`src/rtl/exception_ctrl_if.sv`:
```
// Exception-path signal bundle between the exception sequencer and the core datapath/control.
// master = exception_ctrl, slave = core side that raises events and consumes the controls.
interface exception_ctrl_if;
    localparam int unsigned ADDR_W  = 32;
    localparam int unsigned CAUSE_W = 2;

    logic                exc_opcode;
    logic                exc_overflow;
    logic                exc_div0;
    logic                busy;
    logic                epc_write;
    logic                mem_addr_sel;
    logic                mem_read;
    logic [ADDR_W-1:0]   exc_addr;
    logic                ex_control;
    logic                pc_write;
    logic [CAUSE_W-1:0]  cause;
    logic                exc_done;

    modport master (
        input  exc_opcode, exc_overflow, exc_div0,
        output busy, epc_write, mem_addr_sel, mem_read, exc_addr,
               ex_control, pc_write, cause, exc_done
    );

    modport slave (
        output exc_opcode, exc_overflow, exc_div0,
        input  busy, epc_write, mem_addr_sel, mem_read, exc_addr,
               ex_control, pc_write, cause, exc_done
    );
endinterface

```
`src/rtl/exception_ctrl.sv`:
```
// Exception entry sequencer: latches the cause, saves EPC, fetches the handler address
// from the exception vector and loads it into PC while holding the main control unit.
module exception_ctrl #(
    parameter logic [31:0] VEC_BASE = 32'd253,
    parameter int unsigned MEM_LAT  = 1
) (
    input  logic             clk,
    input  logic             reset,
    exception_ctrl_if.master bus
);
    localparam int unsigned ADDR_W  = 32;
    localparam int unsigned CAUSE_W = 2;
    localparam int unsigned CNT_W   = 3;
    localparam logic [CNT_W-1:0] CNT_LOAD = CNT_W'(MEM_LAT - 1);

    typedef enum logic [2:0] {
        IDLE  = 3'd0,
        SAVE  = 3'd1,
        FETCH = 3'd2,
        WAIT  = 3'd3,
        LOAD  = 3'd4
    } state_t;

    state_t               state_q, state_d;
    logic [CNT_W-1:0]     cnt_q, cnt_d;
    logic [CAUSE_W-1:0]   cause_q, cause_d;

    logic                 busy_q, busy_d;
    logic                 epc_write_q, epc_write_d;
    logic                 mem_addr_sel_q, mem_addr_sel_d;
    logic                 mem_read_q, mem_read_d;
    logic [ADDR_W-1:0]    exc_addr_q, exc_addr_d;
    logic                 load_q, load_d;

    // Next state, counter, cause, and the output values that go with the next state
    always_comb begin
        state_d = state_q;
        cnt_d   = cnt_q;
        cause_d = cause_q;

        case (state_q)
            IDLE: begin
                if (bus.exc_opcode || bus.exc_overflow || bus.exc_div0) begin
                    state_d = SAVE;
                    if (bus.exc_opcode) begin
                        cause_d = CAUSE_W'(2'b01);
                    end else if (bus.exc_overflow) begin
                        cause_d = CAUSE_W'(2'b10);
                    end else begin
                        cause_d = CAUSE_W'(2'b11);
                    end
                end
            end
            SAVE: begin
                state_d = FETCH;
            end
            FETCH: begin
                cnt_d   = CNT_LOAD;
                state_d = (MEM_LAT <= 1) ? LOAD : WAIT;
            end
            WAIT: begin
                cnt_d = cnt_q - CNT_W'(1);
                if (cnt_q <= CNT_W'(1)) begin
                    state_d = LOAD;
                end
            end
            LOAD: begin
                cnt_d   = '0;
                state_d = IDLE;
            end
            default: begin
                cnt_d   = '0;
                state_d = IDLE;
            end
        endcase

        // Outputs are pure functions of the (next) state and latched cause
        busy_d         = (state_d != IDLE);
        epc_write_d    = (state_d == SAVE);
        mem_read_d     = (state_d == FETCH) || (state_d == WAIT);
        mem_addr_sel_d = (state_d == FETCH) || (state_d == WAIT) || (state_d == LOAD);
        load_d         = (state_d == LOAD);
        exc_addr_d     = (state_d == IDLE) ? VEC_BASE
                                           : VEC_BASE + ADDR_W'(cause_d) - ADDR_W'(1);
    end

    always_ff @(posedge clk or posedge reset) begin
        if (reset) begin
            state_q        <= IDLE;
            cnt_q          <= '0;
            cause_q        <= '0;
            busy_q         <= 1'b0;
            epc_write_q    <= 1'b0;
            mem_addr_sel_q <= 1'b0;
            mem_read_q     <= 1'b0;
            exc_addr_q     <= VEC_BASE;
            load_q         <= 1'b0;
        end else begin
            state_q        <= state_d;
            cnt_q          <= cnt_d;
            cause_q        <= cause_d;
            busy_q         <= busy_d;
            epc_write_q    <= epc_write_d;
            mem_addr_sel_q <= mem_addr_sel_d;
            mem_read_q     <= mem_read_d;
            exc_addr_q     <= exc_addr_d;
            load_q         <= load_d;
        end
    end

    // PC mux select, PC load and completion pulse all mark the single LOAD cycle
    assign bus.busy         = busy_q;
    assign bus.epc_write    = epc_write_q;
    assign bus.mem_addr_sel = mem_addr_sel_q;
    assign bus.mem_read     = mem_read_q;
    assign bus.exc_addr     = exc_addr_q;
    assign bus.ex_control   = load_q;
    assign bus.pc_write     = load_q;
    assign bus.exc_done     = load_q;
    assign bus.cause        = cause_q;
endmodule

```
`src/flat_wrapper.sv`:
```
// flat-port wrapper written by rule: the top's interface ports become plain ports
module exception_ctrl_flat 
#(
    parameter logic [31:0] VEC_BASE = 32'd253,
    parameter int unsigned MEM_LAT  = 1
)
  (clk, reset, bus_exc_opcode, bus_exc_overflow, bus_exc_div0, bus_busy, bus_epc_write, bus_mem_addr_sel, bus_mem_read, bus_exc_addr, bus_ex_control, bus_pc_write, bus_cause, bus_exc_done);
  exception_ctrl_if bus_i ();
  input  logic clk;
  input  logic reset;
  input wire logic [$bits(bus_i.exc_opcode)-1:0] bus_exc_opcode;
  input wire logic [$bits(bus_i.exc_overflow)-1:0] bus_exc_overflow;
  input wire logic [$bits(bus_i.exc_div0)-1:0] bus_exc_div0;
  output wire logic [$bits(bus_i.busy)-1:0] bus_busy;
  output wire logic [$bits(bus_i.epc_write)-1:0] bus_epc_write;
  output wire logic [$bits(bus_i.mem_addr_sel)-1:0] bus_mem_addr_sel;
  output wire logic [$bits(bus_i.mem_read)-1:0] bus_mem_read;
  output wire logic [$bits(bus_i.exc_addr)-1:0] bus_exc_addr;
  output wire logic [$bits(bus_i.ex_control)-1:0] bus_ex_control;
  output wire logic [$bits(bus_i.pc_write)-1:0] bus_pc_write;
  output wire logic [$bits(bus_i.cause)-1:0] bus_cause;
  output wire logic [$bits(bus_i.exc_done)-1:0] bus_exc_done;
  assign bus_i.exc_opcode = bus_exc_opcode;
  assign bus_i.exc_overflow = bus_exc_overflow;
  assign bus_i.exc_div0 = bus_exc_div0;
  assign bus_busy = bus_i.busy;
  assign bus_epc_write = bus_i.epc_write;
  assign bus_mem_addr_sel = bus_i.mem_addr_sel;
  assign bus_mem_read = bus_i.mem_read;
  assign bus_exc_addr = bus_i.exc_addr;
  assign bus_ex_control = bus_i.ex_control;
  assign bus_pc_write = bus_i.pc_write;
  assign bus_cause = bus_i.cause;
  assign bus_exc_done = bus_i.exc_done;
  exception_ctrl #(.VEC_BASE(VEC_BASE), .MEM_LAT(MEM_LAT)) u_core (.clk(clk), .reset(reset), .bus(bus_i));
endmodule
```
`config.mk`:
```
export PLATFORM = sky130hd
export DESIGN_NAME = exception_ctrl_flat
export DESIGN_NICKNAME = d
export VERILOG_FILES = /design/src/rtl/exception_ctrl_if.sv /design/src/rtl/exception_ctrl.sv /design/src/flat_wrapper.sv
export SDC_FILE = /design/constraint.sdc
export NUM_CORES = 1
export LEC_CHECK = 0
export CAP_MARGIN = 20
export CORE_MARGIN = 2
export CORE_UTILIZATION = 35
export DETAILED_ROUTE_END_ITERATION = 8
export PLACE_DENSITY = 0.75
export SLEW_MARGIN = 20
export SYNTH_ARGS = -nofsm -noshare
export SYNTH_HDL_FRONTEND = slang
export SYNTH_SLANG_ARGS = --single-unit
```
`constraint.sdc`:
```
create_clock -name clk -period 4.3 [get_ports clk]
set_input_delay 0.86 -clock clk [delete_from_list [all_inputs] [get_ports clk]]
set_output_delay 0.86 -clock clk [all_outputs]
set_load 0.01 [all_outputs]
```
# Yosys cells after proc, flatten, opt, wreduce, memory -nomap -nowiden
# Cells that the tools add are included.
[totals]
reg_bits = 45
latch_bits = 0
mem_bits_rw = 0
mem_bits_ro = 0
in_bits = 5
output_inout_bits = 41
wordCells = 37
n_memories = 0
[op_classes]
addsub = 3
mul = 0
n_div = 0
magnitude_cmp = 1
n_eq_ne = 7
shifts = 0
muxes = 9
n_bitwise = 0
reduce_logical = 8
[ops]
columns = ["op", "count"]
rows = [
  ["$mux 32", 1],
  ["$sub 32x1->32 const B", 1],
  ["$eq 3x2->1 const B", 4],
  ["$pmux 3 s4", 1],
  ["$add 8x2->9 const A", 1],
  ["$eq 3x1->1 const B", 2],
  ["$logic_not 3->1", 2],
  ["$mux 2", 3],
  ["$mux 3", 2],
  ["$pmux 3 s2", 1],
  ["$logic_or 1x1->1", 4],
  ["$eq 3x3->1 const B", 1],
  ["$le 3x1->1 const B", 1],
  ["$reduce_bool 3->1", 1],
  ["$sub 3x1->3 const B", 1],
  ["$reduce_or 2->1", 1],
  ["$mux 1", 1],
]

# Longest topological paths before layout
# Gate-level depths: netlist of the first run.
[depth]
word_depth = 7
ltp_mapped = 6
mapped_depth_nobuf = 5

# Worst setup path before layout of the first run
# No wires, ideal clock.
[synth_timing]
path_kind = "input port to flip-flop"
start = "input bus_exc_div0"
end = "register u_core.exc_addr_q[5] (netlist: u_core.bus.exc_addr[5])"
setup_time_ns = 0.081
arrival_ns = 1.585
required_time_ns = 4.219
slack_ns = 2.634
stages = 4
n_path_buf = 0
path_cell_list = "a22o_1 -> and2_1 -> ha_1 -> nand2b_1"
[synth_between]
elab_chain_cells = 6
word_cells_on_any_way = 9
cone_classes = "add/sub: 2; mux: 5; reduce/logical: 2"
[synth_rtl]
columns = ["element", "line", "text"]
rows = [
  ["start, declared", "flat_wrapper.sv:13", "input wire logic [$bits(bus_i.exc_div0)-1:0] bus_exc_div0;"],
  ["$logic_or 1x1->1 *", "exception_ctrl.sv:43", "if (bus.exc_opcode || bus.exc_overflow || bus.exc_div0) begin"],
  ["$mux 2", "exception_ctrl.sv:43", ""],
  ["$mux 2", "exception_ctrl.sv:41", "case (state_q)"],
  ["$add 8x2->9", "exception_ctrl.sv:84", ": VEC_BASE + ADDR_W'(cause_d) - ADDR_W'(1);"],
  ["$sub 32x1->32", "exception_ctrl.sv:84", ""],
  ["$mux 32 *", "exception_ctrl.sv:83", "exc_addr_d = (state_d == IDLE) ? VEC_BASE"],
  ["end signal, assigned", "exception_ctrl.sv:106", "exc_addr_q <= exc_addr_d;"],
  ["end, declared", "exception_ctrl.sv:32", "logic [ADDR_W-1:0] exc_addr_q, exc_addr_d;"],
]
# Every way passes the cells marked *; elsewhere a longest branch is shown, timed or not.
# A chain may end at the register's enable or synchronous reset.

# Final worst setup path of the first run
[layout_timing]
start = "register u_core.exc_addr_q[5] (netlist: u_core.bus.exc_addr[5])"
end = "output bus_exc_addr[5]"
[layout_rtl]
columns = ["element", "line", "text"]
rows = [
  ["end, declared", "flat_wrapper.sv:18", "output wire logic [$bits(bus_i.exc_addr)-1:0] bus_exc_addr;"],
]
# No word-level cell between the ends.

==> reports/results.ini, run 1 <==
[outcome]
status=finished clean

[clock_tree]
hold_buffers=0
postCtsResizedCells=0
numCtsBuffers=3
cts_root_buf=clkbuf_4
post_cts_buffers=0
path_clk_slew_ps=110
cts_tree=done
clk_latency_ps=290
cts.path.max_buffers=2
cts.htree.levels=1
clock-sinks=20

[grt]
antenna_found_initial=0
grt_usage_pct=9.65
grt_remaining_overflow=0
grt_pass1_vias=602
grt_first_pass_wirelength_mm=2.50
grt_start_max_net_pins=21

[detailed_routing]
met1_length_um=591
ant_nets=0
dr.pass1.iters=4
drt-initial-drc-count=17
num_vias=681
drc=0
wl_per_cell_um=10.3
vias_per_cell=4.45
wl_met2_um=878
wl_met3_um=88
wl_mm=1.58
top_layer=met4

[synth]
synthTopCellsByArea=dfrtp_1 37%, buf_4 19%, dfstp_2 9.8%
async_reset_ff_share_pct=100
synth-simple-area-share_pct=14.2
synth_area_per_cell_um2=10.8
yosys.area.top_type=dfrtp_1
post_synth_num_cell_types=30
yosysWarnings=0
synthCells=99
synth_seq_cells=20
synthAdderAreaFrac_pct=4.67
synth_top_family_by_area=buffers and inverters
synth_compound_area_share_pct=11.4
synth-edff-count=0
yosys.area_share.xor_xnor_pct=0
ys.flop_type=dfrtp_1
synth_mux_area_share_pct=1.05
yosys-top-cells-count=27 x buf_4, 16 x dfrtp_1, 6 x nand2_1
synth_most_common_cell=buf_4
synth_area_um2=1070
ys_seq_area_share_pct=47.1
synth_top_area_share_pct=37.3

[sta]
worstMarginPinSlew_ps=733
skew_ps=2.47
max-slew-margin-rel_pct=51.1
finalCritPeriodShare_pct=51.9
setup_tns_ps=0
rsz0062_at_grt=no
max_freq_ghz=0.448
finalSetupViolCount=0
maxSlewViolCount=0
hold_viol=0
fin_crit_ps=2230

[pwr]
total_power_uw=866
power_density_nw_per_um2=690
peakVddDrop_v=0.000151
power_frac_comb_pct=49.2
total_leakage_power_uw=0.000577
p_sw_uw=312
p_sw_share_pct=36.1
intPower_uw=554
clkPwrFrac_pct=12.1
seqPwrFrac_pct=38.7

[place]
placed_area_um2=1220
placement.io_buffers=23
placed_cells=149
place.gp.congestion=0.758
dp_hpwl_mm=1.25

[die]
dieArea_um2=3520
initial_core_util_pct=36.0
core_um2=2980
pin_count=46
rows=20
die_x_um=59.4
die_y_um=59.4

[worst_setup_path]
crit_buf_inv=1
end_kind=output port
rrSetupSlack_ps=2650
crit_family=flip-flops
worstPathRequired_ps=3440
rr_startpoint=u_core.state_q[2]
max_stage_delay_ps=550
critPathArrivalTime_ps=1370
cp_max_fo=2
crit_chain=clkdlybuf4s50_1
r2r-end=u_core.bus.exc_addr[5]
start_kind=register
critPathKind=register to output port
rr_worst_depth=5
crit_path_top_delay_cell=dfstp_2

[final_layout]
area_delta_synth_final_pct=17.0
drive_above_1_share_pct=10.8
final_cells=153
antenna-diode-count=0
seq_area_um2=505
multi_input_area_um2=427
fin_area_um2=1250
fillerInstances=294
nNetsFinal=130

[worst_hold_path]
hold_end=u_core.cnt_q[2]
holdPathStages=2
hp-start=u_core.cnt_q[2]
min_path_type=register to register

[run]
drv_cap=0

[metrics by stage]
step	hold slack, ps	worst slack, ps	utilization, %
global placement	538	2100	40.9
finish	572	2070	42.1
floorplan	528	2630	-
CTS	579	2040	42.1
detailed placement	551	2020	40.9
global route	604	2020	42.1
[layout make-up]
class / count / area share [%]
Sequential cell: 20 / 40.3
Clock buffer: 4 / 2.89
Multi-Input combinational cell: 69 / 34.0
Timing Repair Buffer: 23 / 18.3
Inverter: 4 / 1.20
Tap cell: 33 / 3.29
[sequential cells by signal, summed over array words and instances, names as in the netlist]
| signal | flops |
|---|---|
| u_core.bus.exc_addr | 7 |
| u_core.cnt_q | 3 |
| u_core.state_q | 3 |
| u_core.bus.cause | 2 |
| u_core.bus.busy | 1 |
| u_core.bus.epc_write | 1 |
| u_core.bus.ex_control | 1 |
| u_core.bus.mem_addr_sel | 1 |
| u_core.bus.mem_read | 1 |
[routing by layer]
metal | global-route usage [%] | up-vias
met5 | 0 | -
met4 | 5.84 | 0
met3 | 1.97 | 2
met2 | 17.9 | 32
met1 | 9.72 | 327
li1 | - | 320
[worst reg2reg max path, stage by stage, from the launching register on]
cell and delay, ps:
dfrtp_1 530, nor3_4 270, o21ai_1 170, and2_1 200, ha_1 290, nand2b_1 140
[power by group through the flow]
stage | registers (µW) | clock network [µW] | logic [µW]
after floorplan | 344 | 0 | 275
after global placement | 336 | 0 | 412
after detailed placement | 340 | 0 | 429
after CTS | 337 | 111 | 431
after global routing | 346 | 115 | 472
final | 335 | 105 | 426
[cells in the final DEF (no fill, tap or decap), types with 2 or more instances in the layout]
master           instances
inv_1                    4
dfstp_2                  4
conb_1                  24
ha_1                     4
a211oi_1                 2
and2_1                   3
dfrtp_1                 16
clkbuf_4                 3
and3b_1                  2
nor2_1                   5
nor2b_1                  3
clkdlybuf4s50_1         23
nor3_1                   2
o21a_1                   3
nand2_1                  6
[how the worst max path moves through the flow]
stage	end	slack (ps)	startpoint	cells past startpoint
after floorplan	u_core.bus.exc_addr[5]	2630	bus_exc_div0	4
after global placement	u_core.bus.exc_addr[5]	2100	bus_exc_opcode	5
after detailed placement	u_core.bus.exc_addr[5]	2020	bus_exc_opcode	5
after CTS	bus_exc_addr[5]	2040	u_core.bus.exc_addr[5]	1
after global routing	bus_exc_addr[5]	2020	u_core.bus.exc_addr[5]	1
final	bus_exc_addr[5]	2070	u_core.bus.exc_addr[5]	1
[cells by family after synthesis]
logic type                 after synthesis
muxes                                    1
buffers and inverters                   32
DFF                                     20
and+or+nand+nor                         25
other                                    2
adders and majority gates                4
AOI/OAI and AO/OA                       15
Note: power is estimated with default switching activity, not from simulation.
==> inputs of run 2 (changes only) <==
==> constraint.sdc (replaced) <==
create_clock -name clk -period 2.2 [get_ports clk]
set_input_delay 0.44 -clock clk [delete_from_list [all_inputs] [get_ports clk]]
set_output_delay 0.44 -clock clk [all_outputs]
set_load 0.01 [all_outputs]
==> results of run 2 <==
The final DEF is identical to that of run 1. Status: finished clean.
Among the figures that moved: setup slack after placement 2020 ps -> 339 ps; setup slack after layout 2070 ps -> 390 ps; hold slack 572 ps -> 556 ps; register-to-register setup slack 2650 ps -> 550 ps; total power 866 µW -> 1690 µW; worst IR drop on VDD 0.000151 V -> 0.000294 V
